[src/rtl/lc3b_types.sv]
// lc3b_types: shared types and constants for the LC-3b memory hierarchy.
//
// Contents used by the L2 write buffer:
//   lc3b_word, lc3b_cacheline  - address and cacheline payload types
//   lc3b_line_tag              - cacheline tag (address bits above the line offset)
//   LC3B_LINE_OFFSET_BITS      - byte-offset bits within a 16-byte line
//   lc3b_wbuf_state            - write buffer controller states
//   line_tag / line_base       - address <-> tag helpers
package lc3b_types;

  typedef logic [15:0]  lc3b_word;
  typedef logic [127:0] lc3b_cacheline;
  typedef logic [11:0]  lc3b_line_tag;

  localparam int LC3B_LINE_OFFSET_BITS = 4;

  typedef enum logic [2:0] {
    IDLE,
    WRITE,
    READ_L2,
    DRAIN,
    RESP
  } lc3b_wbuf_state;

  function automatic lc3b_line_tag line_tag(input lc3b_word addr);
    return addr[15:LC3B_LINE_OFFSET_BITS];
  endfunction

  // Line-aligned address for a tag; the offset bits are always zero.
  function automatic lc3b_word line_base(input lc3b_line_tag tag);
    return {tag, {LC3B_LINE_OFFSET_BITS{1'b0}}};
  endfunction

endpackage

[src/rtl/wbuf_storage.sv]
// wbuf_storage: circular FIFO of buffered cacheline writebacks.
//
// Holds DEPTH entries of {valid, tag, data} plus head/tail pointers and an
// occupancy count. Provides a tag lookup (at most one valid entry per tag).
//
// Ports:
//   clk, reset            clock, asynchronous active-high reset
//   lookup_tag            tag of the current upstream request
//   write_data            data for push / coalesce
//   push                  append {lookup_tag, write_data} at the tail
//   coalesce              overwrite the matching entry's data in place
//   pop                   retire the head entry
//   hit                   some valid entry matches lookup_tag
//   hit_data              data of the matching entry (only with WBUF_READ_FWD_EN)
//   head_tag, head_data   oldest entry, the next one to drain
//   full, empty           occupancy flags
module wbuf_storage
  import lc3b_types::*;
#(
  parameter int DEPTH = 4
) (
  input  logic          clk,
  input  logic          reset,
  input  logic [11:0]   lookup_tag,
  input  logic [127:0]  write_data,
  input  logic          push,
  input  logic          coalesce,
  input  logic          pop,
`ifdef WBUF_READ_FWD_EN
  output logic [127:0]  hit_data,
`endif
  output logic          hit,
  output logic [11:0]   head_tag,
  output logic [127:0]  head_data,
  output logic          full,
  output logic          empty
);

  localparam int PTR_W = $clog2(DEPTH);
  localparam int CNT_W = PTR_W + 1;
  localparam logic [CNT_W-1:0] DEPTH_CNT = CNT_W'(DEPTH);

  logic [DEPTH-1:0] valid;
  lc3b_line_tag     tags [DEPTH];
  lc3b_cacheline    data [DEPTH];
  logic [PTR_W-1:0] head;
  logic [PTR_W-1:0] tail;
  logic [PTR_W-1:0] hit_idx;
  logic [CNT_W-1:0] count;
  logic [DEPTH-1:0] match_vec;

  always_comb begin
    match_vec = '0;
    for (int i = 0; i < DEPTH; i++) begin
      match_vec[i] = valid[i] && (tags[i] == lookup_tag);
    end
  end

  // Tags are unique among valid entries, so a simple last-match scan is
  // enough to turn the match vector into an index.
  always_comb begin
    hit_idx = '0;
    for (int i = 0; i < DEPTH; i++) begin
      if (match_vec[i]) begin
        hit_idx = PTR_W'(i);
      end
    end
  end

  assign hit       = |match_vec;
  assign head_tag  = tags[head];
  assign head_data = data[head];
  assign full      = (count == DEPTH_CNT);
  assign empty     = (count == '0);
`ifdef WBUF_READ_FWD_EN
  assign hit_data  = data[hit_idx];
`endif

  // Payload array: no reset needed, the valid bits decide what is live.
  always_ff @(posedge clk) begin
    if (push) begin
      tags[tail] <= lookup_tag;
      data[tail] <= write_data;
    end else if (coalesce) begin
      data[hit_idx] <= write_data;
    end
  end

  // Push and pop come from different controller states and never coincide.
  always_ff @(posedge clk or posedge reset) begin
    if (reset) begin
      valid <= '0;
      head  <= '0;
      tail  <= '0;
      count <= '0;
    end else begin
      if (push) begin
        valid[tail] <= 1'b1;
        tail        <= tail + PTR_W'(1);
      end
      if (pop) begin
        valid[head] <= 1'b0;
        head        <= head + PTR_W'(1);
      end
      case ({push, pop})
        2'b10:   count <= count + CNT_W'(1);
        2'b01:   count <= count - CNT_W'(1);
        default: ;
      endcase
    end
  end

endmodule

[src/rtl/l2_write_buffer.sv]
// l2_write_buffer: posted write buffer between the cache arbiter and L2.
//
// L1 writebacks are acknowledged once stored and drained to L2 whenever no
// upstream request is pending. Read misses pass through to L2; a read never
// overtakes a buffered write to the same line.
//
// Configuration macro: WBUF_READ_FWD_EN
//   defined   - read hits are answered from the buffer
//   undefined - a read hit drains the buffer until the line is gone, then
//               reads it from L2
//
// Ports:
//   clk, reset                 clock, asynchronous active-high reset
//   up_address, up_wdata       upstream request address / writeback data
//   up_read, up_write          upstream request strobes, held until up_resp
//   up_resp, up_rdata          one-cycle completion pulse and read data
//   l2_address, l2_wdata       request to L2
//   l2_read, l2_write          L2 request strobes, held until l2_resp
//   l2_resp, l2_rdata          L2 completion pulse and read data
module l2_write_buffer
  import lc3b_types::*;
#(
  parameter int DEPTH = 4
) (
  input  logic          clk,
  input  logic          reset,
  input  logic [15:0]   up_address,
  input  logic [127:0]  up_wdata,
  input  logic          up_read,
  input  logic          up_write,
  output logic          up_resp,
  output logic [127:0]  up_rdata,
  output logic [15:0]   l2_address,
  output logic [127:0]  l2_wdata,
  output logic          l2_read,
  output logic          l2_write,
  input  logic          l2_resp,
  input  logic [127:0]  l2_rdata
);

  lc3b_wbuf_state state;
  lc3b_wbuf_state idle_next;
  logic           hit;
  logic           full;
  logic           empty;
  logic           push;
  logic           coalesce;
  logic           pop;
  lc3b_line_tag   head_tag;
  lc3b_cacheline  head_data;
`ifdef WBUF_READ_FWD_EN
  lc3b_cacheline  hit_data;
`endif

  // The storage update happens on the IDLE->RESP edge, so no separate
  // WRITE cycle is spent.
  assign push     = (state == IDLE) && up_write && !hit && !full;
  assign coalesce = (state == IDLE) && up_write && hit;
  assign pop      = (state == DRAIN) && l2_resp;

  wbuf_storage #(.DEPTH(DEPTH)) storage (
    .clk        (clk),
    .reset      (reset),
    .lookup_tag (line_tag(up_address)),
    .write_data (up_wdata),
    .push       (push),
    .coalesce   (coalesce),
    .pop        (pop),
`ifdef WBUF_READ_FWD_EN
    .hit_data   (hit_data),
`endif
    .hit        (hit),
    .head_tag   (head_tag),
    .head_data  (head_data),
    .full       (full),
    .empty      (empty)
  );

  // Decision taken in IDLE. Writes win over reads; a write that cannot be
  // stored forces a drain and stays pending until the next IDLE visit.
  always_comb begin
    idle_next = IDLE;
    if (up_write) begin
      idle_next = (hit || !full) ? RESP : DRAIN;
    end else if (up_read) begin
`ifdef WBUF_READ_FWD_EN
      idle_next = hit ? RESP : READ_L2;
`else
      idle_next = hit ? DRAIN : READ_L2;
`endif
    end else if (!empty) begin
      idle_next = DRAIN;
    end
  end

  // Controller and registered outputs. A drain, once started, only ends
  // on l2_resp (or reset).
  always_ff @(posedge clk or posedge reset) begin
    if (reset) begin
      state      <= IDLE;
      up_resp    <= 1'b0;
      up_rdata   <= '0;
      l2_address <= '0;
      l2_wdata   <= '0;
      l2_read    <= 1'b0;
      l2_write   <= 1'b0;
    end else begin
      up_resp <= 1'b0;
      case (state)
        IDLE: begin
          state <= idle_next;
          case (idle_next)
            RESP: begin
              up_resp <= 1'b1;
`ifdef WBUF_READ_FWD_EN
              if (!up_write) begin
                up_rdata <= hit_data;
              end
`endif
            end
            READ_L2: begin
              l2_read    <= 1'b1;
              l2_address <= up_address;
            end
            DRAIN: begin
              l2_write   <= 1'b1;
              l2_address <= line_base(head_tag);
              l2_wdata   <= head_data;
            end
            default: ;
          endcase
        end
        READ_L2: begin
          if (l2_resp) begin
            l2_read  <= 1'b0;
            up_rdata <= l2_rdata;
            up_resp  <= 1'b1;
            state    <= RESP;
          end
        end
        DRAIN: begin
          if (l2_resp) begin
            l2_write <= 1'b0;
            state    <= IDLE;
          end
        end
        default: state <= IDLE;
      endcase
    end
  end

endmodule

[config.mk]
export PLATFORM = sky130hd
export DESIGN_NAME = l2_write_buffer
export DESIGN_NICKNAME = d
export VERILOG_FILES = /design/src/rtl/lc3b_types.sv /design/src/rtl/wbuf_storage.sv /design/src/rtl/l2_write_buffer.sv
export SDC_FILE = /design/constraint.sdc
export NUM_CORES = 1
export LEC_CHECK = 0
export CAP_MARGIN = 20
export CORE_MARGIN = 1
export CORE_UTILIZATION = 57
export DETAILED_ROUTE_END_ITERATION = 10
export HOLD_SLACK_MARGIN = 0.15
export PLACE_DENSITY = 0.85
export SKIP_LAST_GASP = 1
export SYNTH_ARGS = -nofsm -noshare
export SYNTH_HDL_FRONTEND = slang
export SYNTH_SLANG_ARGS = --single-unit
[constraint.sdc]
create_clock -name clk -period 33.4 [get_ports clk]
set_clock_uncertainty 0.1 [all_clocks]
set_input_delay 6.68 -clock clk [delete_from_list [all_inputs] [get_ports clk]]
set_output_delay 6.68 -clock clk [all_outputs]
set_load 0.03 [all_outputs]
==> results.ini, run 1 <==
[yosys]
synth-seq-area-share_pct = 73.7
synth.net_count = 1844
synth_area_um2 = 32600
synth_edf_count = 560
yosys_warnings = 0
syn_avg_cell_area_um2 = 21.0
synth_cells = 1557
synth.largest_area_cell = edfxtp_1
synth_cell_types = 43
async_reset_ff_share_pct = 34.0
synth_area_leaders = edfxtp_1 (52%), dfrtp_1 (22%), mux4_2 (9.7%), mux2_2 (5.5%), mux2_4 (4.5%)
synthFlopType = edfxtp_1
synth_seq_cells = 849
yosysTopAreaCellShare_pct = 51.5

[floorplan]
die_h_um = 241
start_util_pct = 57.8
core_area_um2 = 56500
die_area_um2 = 58200
die_w_um = 241
rows = 87
io-pin-count = 552

[route]
antenna_left = 0
viasPerCell = 5.80
vias = 17167
avgRoutedWirePerCell_um = 27.0
drt-pass1-iter-count = 6
drc = 0
wl_mm = 80.1
drt_iter0_markers = 1219

[critical_path]
arrival_ns = 11.26
worstSetupPathType = in -> reg
cpMaxStageDelayCell = clkdlybuf4s50_1
worstRegToRegCells = 8
critical_path.max_stage_delay_ns = 0.78
required_ns = 33.54
path_common_cell = buf_4
setup.worst_path.start_class = input port
crit_path_max_fanout = 54
path_cells = clkdlybuf4s50_1 -> xnor2_1 -> nand4_1 -> nor4_1 -> o21ai_0 -> a21oi_1 -> and3_4 -> buf_4 -> buf_4
reg2reg_slack_ns = 28.67
endpoint_kind = flop

[placed_design]
io_buffers = 551
gp_congestion = 0.876
place_area_um2 = 38800
post-place-cells = 2803
hpwl_mm = 50.7
dp_slack_ns = 21.65

[grt]
grt_pass1_wl_mm = 115
met1_usage_pct = 32.9
use_met2_pct = 45.8
grt_usage_pct = 27.5
met3_usage_pct = 8.17
grt_max_degree = 106
grt_busiest_layer = met2
grt_overflow = 0
grt_pass1_vias = 17983
antenna_found_initial = 16

[power_and_ir_drop]
powerDensity_nw_per_um2 = 96.3
max-vdd-ir-drop_mv = 0.0831
p_leak_nw = 15.1

[cts]
cts_tree = yes
clk_latency_ns = 0.62
root_buffer = clkbuf_16
postCtsSetupBuffers = 0
cts_sinks = 849
ctsHoldBuffers = 0
ctsLongestPathBuffers = 3
h-tree-depth = 3
cts_buffers = 83
path_clk_slew_ns = 0.06
cts_resized = 0

[timing]
tightest_slew_ns = 1.16
hold_violations = 0
finalSetupTns_ns = 0
drv_slew = 0
setup_ws_ns = 22.28
period_share_pct = 33.3
setup_viol = 0
fin_crit_ns = 11.12
rsz0062_at_grt = no
max_freq_mhz = 89.9
relSlewSlack_pct = 22.6

[finish]
drive_gt1_share_pct = 25.2
final_design_area_no_fill_um2 = 41500
final_cells = 2961
fillCellCount = 3173
layout_common_cells = edfxtp_1 (560), clkdlybuf4s50_1 (551), dfrtp_1 (287), mux2_2 (158), mux4_2 (140)
syn2layout_area_growth_pct = 27.1
final_common_cell = edfxtp_1
fin_nets = 2419

[flow_run]
cap_violations = 0

[worst_hold_path]
holdCritPathClass = reg -> reg
whs_path_depth = 1

[outcome]
status = completed

logic make-up (layout without fill, tap and decap cells):
group	Yosys count	after routing	synth area share (%)
compound gates	61	61	1.22
other cells	0	6	0
flops	849	849	73.7
fa+ha+maj	10	10	0.406
buf+inv	107	749	1.83
mux	421	421	20.4
xor+xnor	53	53	1.42
simple gates	56	56	1.02
layout make-up:
class / instances / area, um^2 / share of cell area (%)
Antenna cell: 6 / 15.0 / 0.0362
Clock buffer: 119 / 2410 / 5.80
Clock inverter: 33 / 241 / 0.582
Inverter: 25 / 101 / 0.244
Multi-Input combinational cell: 601 / 8030 / 19.4
Sequential cell: 849 / 24100 / 58.0
Tap cell: 756 / 946 / 2.28
Timing Repair Buffer: 572 / 5690 / 13.7
report_power, final:
group          internal [W]  switching (W)
Combinational      0.000709       0.000793
Sequential          0.00141       0.000172
Clock              0.000519       0.000387
synthesized netlist by cell type, drive strengths merged (2+ instances only):
cell type / instances
mux4: 140
and2: 6
dfrtp: 289
and3: 4
o21ai: 17
o21a: 2
nor4: 5
xor2: 2
a2bb2oi: 4
a21oi: 2
mux2: 256
nor2: 7
a21o: 2
o22ai: 26
edfxtp: 560
a22o: 4
buf: 39
nor3: 3
mux2i: 25
xnor2: 51
nor2b: 3
ha: 9
nand2: 13
clkbuf: 43
inv: 25
nand3: 5
nand4: 8
critical path: cells and delay by family:
| family | cells | cell delay (ns) |
|---|---|---|
| xor gates and xnor gates | 1 | 0.19 |
| and+or+nand+nor | 3 | 1.42 |
| buffers and inverters | 3 | 2.15 |
| AOI/OAI and AO/OA | 2 | 0.73 |
sequential cells by signal, summed over array words and instances (netlist names):
| name | flops |
|---|---|
| l2_wdata | 128 |
| l2_address | 16 |
| l2_read | 1 |
| up_resp | 1 |
| state | 3 |
| storage.tail | 2 |
| l2_write | 1 |
| storage.head | 2 |
| storage.data | 512 |
| storage.tags | 48 |
| storage.count | 3 |
| storage.valid | 4 |
| up_rdata | 128 |
final timing paths:
path | startpoint | endpoint
max | up_address[14] | storage.data[2][88]$_DFFE_PP_
min | storage.count[2]$_DFFE_PP0P_ | storage.count[2]$_DFFE_PP0P_
max reg2reg | storage.tags[0][10]$_DFFE_PP_ | storage.data[2][88]$_DFFE_PP_
min reg2reg | storage.count[2]$_DFFE_PP0P_ | storage.count[2]$_DFFE_PP0P_
max in group asynchronous | reset | up_rdata[79]$_DFFE_PP0P_
min in group asynchronous | reset | up_rdata[13]$_DFFE_PP0P_
through the flow:
stage | power (W) | hold slack (ns) | utilization (%)
after CTS | 0.00402 | 0.385 | 73.4
final | 0.00399 | 0.385 | 73.4
after global routing | 0.00414 | 0.415 | 73.4
after detailed placement | 0.00310 | 0.374 | 68.7
after floorplan | 0.00251 | 0.357 | -
after global placement | 0.00305 | 0.370 | 68.7
routing by layer:
| layer | part of all wire [%] | vias up |
|---|---|---|
| met4 | 4.6 | 24 |
| met2 | 51 | 810 |
| met1 | 36 | 8874 |
| met3 | 8.8 | 186 |
| met5 | 0.19 | - |
| li1 | - | 7273 |
(Power assumes the default switching activity.)
==> inputs of run 2 (changes only) <==
Settings changed: CORE_UTILIZATION 57 to 48, PLACE_DENSITY 0.85 to 0.76.
Clock period 33.4 ns to 8.9 ns, I/O delays scaled along.
==> results.ini, run 2 (synthesis results as in run 1) <==
[floorplan]
io-pin-count = 552
core_area_um2 = 67200
die_h_um = 263
start_util_pct = 48.6
rows = 95
die_area_um2 = 69000
die_w_um = 263

[grt]
grt_usage_pct = 22.3
grt_pass1_vias = 18046
grt_overflow = 0
grt_pass1_wl_mm = 115
grt_max_degree = 158
antenna_found_initial = 21

[timing]
setup_ws_ns = 3.31
relSlewSlack_pct = 24.5
period_share_pct = 62.8
rsz0062_at_grt = no
drv_slew = 0
hold_violations = 0
fin_crit_ns = 5.59
max_freq_mhz = 179
tightest_slew_ns = 1.13
setup_viol = 0

[finish]
final_design_area_no_fill_um2 = 41900
drive_gt1_share_pct = 25.3
layout_common_cells = edfxtp_1 (560), clkdlybuf4s50_1 (551), dfrtp_1 (287), mux2_2 (158), mux4_2 (140)
fillCellCount = 4615
final_common_cell = edfxtp_1
regMostFlops = storage.data
largest_reg_flops = 512
reg.largest.list = storage.data (512), l2_wdata (128), up_rdata (128)
fin_nets = 2419
syn2layout_area_growth_pct = 28.3

[cts]
cts_sinks = 849
root_buffer = clkbuf_16
postCtsSetupBuffers = 0
ctsLongestPathBuffers = 3
cts_tree = yes
clk_latency_ns = 0.63
h-tree-depth = 3
cts_resized = 0
path_clk_slew_ns = 0.06
cts_buffers = 87
ctsHoldBuffers = 0

[power_and_ir_drop]
powerDensity_nw_per_um2 = 359
max-vdd-ir-drop_mv = 0.234
p_leak_nw = 15.1

[critical_path]
setup.worst_path.start_class = input port
regToRegEndpoint = storage.data[2][109]$_DFFE_PP_
crit_buf_inv = 2
worstSetupPathType = in -> reg
arrival_ns = 5.72
endpoint_kind = flop
crit_family = simple AND/OR/NAND/NOR gates
crit_path_max_fanout = 98
r2r_start = storage.tags[0][10]$_DFFE_PP_
reg2reg_slack_ns = 4.82
worstRegToRegCells = 7
path_cells = clkdlybuf4s50_1 -> xnor2_1 -> nand4_1 -> nor4_1 -> o21ai_0 -> a21oi_1 -> and3_4 -> buf_12
required_ns = 9.03
critical_path.max_stage_delay_ns = 0.83
cpMaxStageDelayCell = clkdlybuf4s50_1

[flow_run]
cap_violations = 0

[worst_hold_path]
whs_path_depth = 1
min_to = l2_write$_DFFE_PP0P_
min_from = l2_write$_DFFE_PP0P_
holdCritPathClass = reg -> reg

[route]
viasPerCell = 5.39
met1Wirelength_mm = 28.0
met3_length_mm = 6.82
vias = 16611
wl_met2_mm = 38.8
avgRoutedWirePerCell_um = 24.7
antenna_left = 0
drt-pass1-iter-count = 4
drc = 0
drt_iter0_markers = 1070
top_layer = met5
wl_mm = 76.2

[placed_design]
io_buffers = 551
place_area_um2 = 39000
gp_congestion = 0.869
hpwl_mm = 47.2
dp_slack_ns = 2.78

[outcome]
status = completed

==> run 2: cell types whose count changed in the layout (fill, tap and decap cells not counted), moves of 3 or more <==
cell        before  now
clkinvlp_4       0    3
clkinv_1        10   17
clkbuf_1        21   17
buf_12           1    7
bufinv_16        2    6
buf_4           20   10
==> run 2: area by class of cell <==
class | count | area [um^2] | area share (%)
Inverter | 25 | 97.6 | 0.233
Clock inverter | 48 | 452 | 1.08
Timing Repair Buffer | 568 | 5730 | 13.7
Clock buffer | 114 | 2390 | 5.71
Tap cell | 873 | 1090 | 2.61
Multi-Input combinational cell | 601 | 8030 | 19.2
Antenna cell | 5 | 12.5 | 0.0299
Sequential cell | 849 | 24100 | 57.5
==> run 2: per-stage QoR <==
step / cells / TNS (ns) / hold WS, ns / total power [W] / util (%)
6_report: 3083 / 0 / 0.381 / 0.0150 / 62.3
5_1_grt: 3081 / 0 / 0.401 / 0.0157 / 62.3
4_1_cts: 3078 / 0 / 0.387 / 0.0152 / 62.3
3_5_place_dp: 2916 / 0 / 0.374 / 0.0116 / 58.1
3_3_place_gp: 2916 / 0 / 0.362 / 0.0115 / 58.1
2_1_floorplan: 1557 / -22.29 / 0.357 / 0.00938 / -
==> run 2: worst max-delay path by stage <==
stage | from | slack [ns] | cells past startpoint | endpoint
4_1_cts | up_address[5] | 3.36 | 8 | storage.data[2][99]$_DFFE_PP_
5_1_grt | up_address[5] | 3.10 | 8 | storage.data[2][109]$_DFFE_PP_
3_3_place_gp | up_address[7] | 2.85 | 8 | storage.data[2][115]$_DFFE_PP_
3_5_place_dp | up_address[5] | 2.78 | 8 | storage.data[2][110]$_DFFE_PP_
2_1_floorplan | up_address[12] | -0.17 | 10 | storage.data[0][0]$_DFFE_PP_
6_report | up_address[5] | 3.31 | 8 | storage.data[2][109]$_DFFE_PP_
==> run 2: power breakdown <==
part / internal, W / switching, W / total, W / leakage [nW]
registers: 0.00531 / 0.000586 / 0.00589 / 8.48
logic: 0.00266 / 0.00290 / 0.00557 / 5.26
clock network: 0.00208 / 0.00150 / 0.00358 / 1.39
total: 0.0100 / 0.00499 / 0.0150 / 15.1
==> run 2: routing by layer <==
layer,up-vias,track usage (%)
met5,-,0
met2,589,37.9
met4,28,8.70
met3,145,7.98
met1,8576,25.7
li1,7273,-
==> inputs of run 3 (changes only) <==
Clock period 8.9 ns to 4.5 ns, I/O delays scaled along.
==> results.ini, run 3 (synthesis results as in run 1) <==
[power_and_ir_drop]
max-vdd-ir-drop_mv = 0.459
powerDensity_nw_per_um2 = 712
power_w = 0.0304
p_leak_nw = 15.6

[finish]
fillCellCount = 4501
final_design_area_no_fill_um2 = 42700
layout_common_cells = edfxtp_1 (560), clkdlybuf4s50_1 (551), dfrtp_1 (287), mux2_2 (158), mux4_2 (140)
drive_gt1_share_pct = 27.8
fin_nets = 2468
final_util_pct = 63.5
reg.largest.list = storage.data (512), l2_wdata (128), up_rdata (128)
final_common_cell = edfxtp_1
regMostFlops = storage.data
largest_reg_flops = 512
syn2layout_area_growth_pct = 30.8

[placed_design]
gp_congestion = 0.926
place_area_um2 = 39700
hpwl_mm = 53.6
io_buffers = 551

[route]
drc = 0
drt-pass1-iter-count = 5
vias = 17121
antenna_left = 0
drt_iter0_markers = 1119
avgRoutedWirePerCell_um = 25.3
wl_mm = 79.5
viasPerCell = 5.45

[critical_path]
r2r_start = storage.tags[2][7]$_DFFE_PP_
crit_path_max_fanout = 27
worstRegToRegCells = 8
path_cells = clkdlybuf4s50_1 -> xnor2_2 -> nand3_2 -> nor4_4 -> o21ai_0 -> a21oi_1 -> and3_4 -> buf_12 -> buf_12
crit_buf_inv = 3
arrival_ns = 4.01
reg2reg_slack_ns = 1.33
required_ns = 4.73
crit_family = buffers and inverters
worstSetupPathType = in -> reg
regToRegEndpoint = storage.data[2][123]$_DFFE_PP_
cpMaxStageDelayCell = clkdlybuf4s50_1
critPathLaunch = up_address[11]
path_common_cell = buf_12
endpoint_kind = flop
cp-endpoint = storage.data[2][123]$_DFFE_PP_
setup.worst_path.start_class = input port
critical_path.max_stage_delay_ns = 0.82
critical_path_depth = 9

[timing]
setup_viol = 0
period_share_pct = 84.0
finalSetupTns_ns = 0
drv_slew = 0
tightest_slew_ns = 0.879
hold_violations = 0
fin_crit_ns = 3.78
max_freq_mhz = 265
rsz0062_at_grt = no
relSlewSlack_pct = 41.4

[floorplan]
die_h_um = 263
io-pin-count = 552
die_area_um2 = 69000
die_w_um = 263
core_area_um2 = 67200
rows = 95
start_util_pct = 48.6

[grt]
grt_usage_pct = 23.3
grt_pass1_vias = 18485
antenna_found_initial = 21
grt_max_degree = 94
grt_overflow = 0
grt_pass1_wl_mm = 120

[cts]
postCtsSetupBuffers = 0
root_buffer = clkbuf_16
ctsLongestPathBuffers = 3
ctsHoldBuffers = 0
h-tree-depth = 3
path_clk_slew_ns = 0.06
clk_latency_ns = 0.63
cts_tree = yes
cts_resized = 0
cts_buffers = 88
cts_sinks = 849

[worst_hold_path]
holdCritPathClass = reg -> reg
min_from = l2_write$_DFFE_PP0P_

[outcome]
status = completed

[flow_run]
cap_violations = 0

## run 3: cell count changes in the layout (fill, tap and decap cells not counted), moves of 3 or more
cell | before | now
clkbuf_1 | 17 | 20
clkinv_4 | 2 | 5
buf_4 | 10 | 38
nand3_2 | 0 | 3
buf_12 | 7 | 27
clkinv_1 | 17 | 8
nand3_1 | 5 | 2
xnor2_2 | 0 | 7
xnor2_1 | 51 | 44
diode_2 | 5 | 10
## run 3: power by group
part	internal [W]	switching (W)
logic	0.00548	0.00608
clock network	0.00422	0.00305
registers	0.0105	0.00106
## run 3: final cells by class
class | count | area, um^2 | share of cell area, %
well taps | 873 | 1090 | 2.56
repair buffers | 616 | 6340 | 14.9
multi-input cells | 601 | 8120 | 19.0
diodes | 10 | 25.0 | 0.0586
clock buffers | 120 | 2450 | 5.75
inverters | 25 | 97.6 | 0.229
flip-flops and latches | 849 | 24100 | 56.4
clock inverters | 45 | 493 | 1.16
## run 3: per-layer routing
layer / track usage [%] / share of wire (%) / vias up
met1: 27.9 / 37 / 8909
met2: 38.7 / 50 / 656
met4: 10.3 / 4.3 / 24
li1: - / - / 7386
met5: 0 / 0.20 / -
met3: 7.27 / 8.3 / 146
## run 3: how the worst min path moves through the flow
stage | endpoint | slack (ns) | cells past startpoint
final | l2_write$_DFFE_PP0P_ | 0.39 | 1
after global placement | l2_write$_DFFE_PP0P_ | 0.37 | 1
after detailed placement | l2_write$_DFFE_PP0P_ | 0.38 | 1
after CTS | l2_write$_DFFE_PP0P_ | 0.39 | 1
after global routing | l2_write$_DFFE_PP0P_ | 0.41 | 1
after floorplan | storage.count[2]$_DFFE_PP0P_ | 0.36 | 1
## run 3: metrics by stage
stage	hold slack, ns	setup WS, ns	std cells
3_3_place_gp	0.374	0.155	2963
5_1_grt	0.410	0.551	3136
4_1_cts	0.394	0.758	3129
3_5_place_dp	0.378	0.0863	2964
6_report	0.386	0.720	3139
2_1_floorplan	0.357	-1.45	1557
## run 3: worst register-to-register path, delay by kind of cell, from the launching register on
kind	cells	cell delay, ns
and+or+nand+nor	3	0.85
xor gates and xnor gates	1	0.20
DFF	1	0.46
buffers and inverters	2	0.45
AOI/OAI and AO/OA	2	0.80
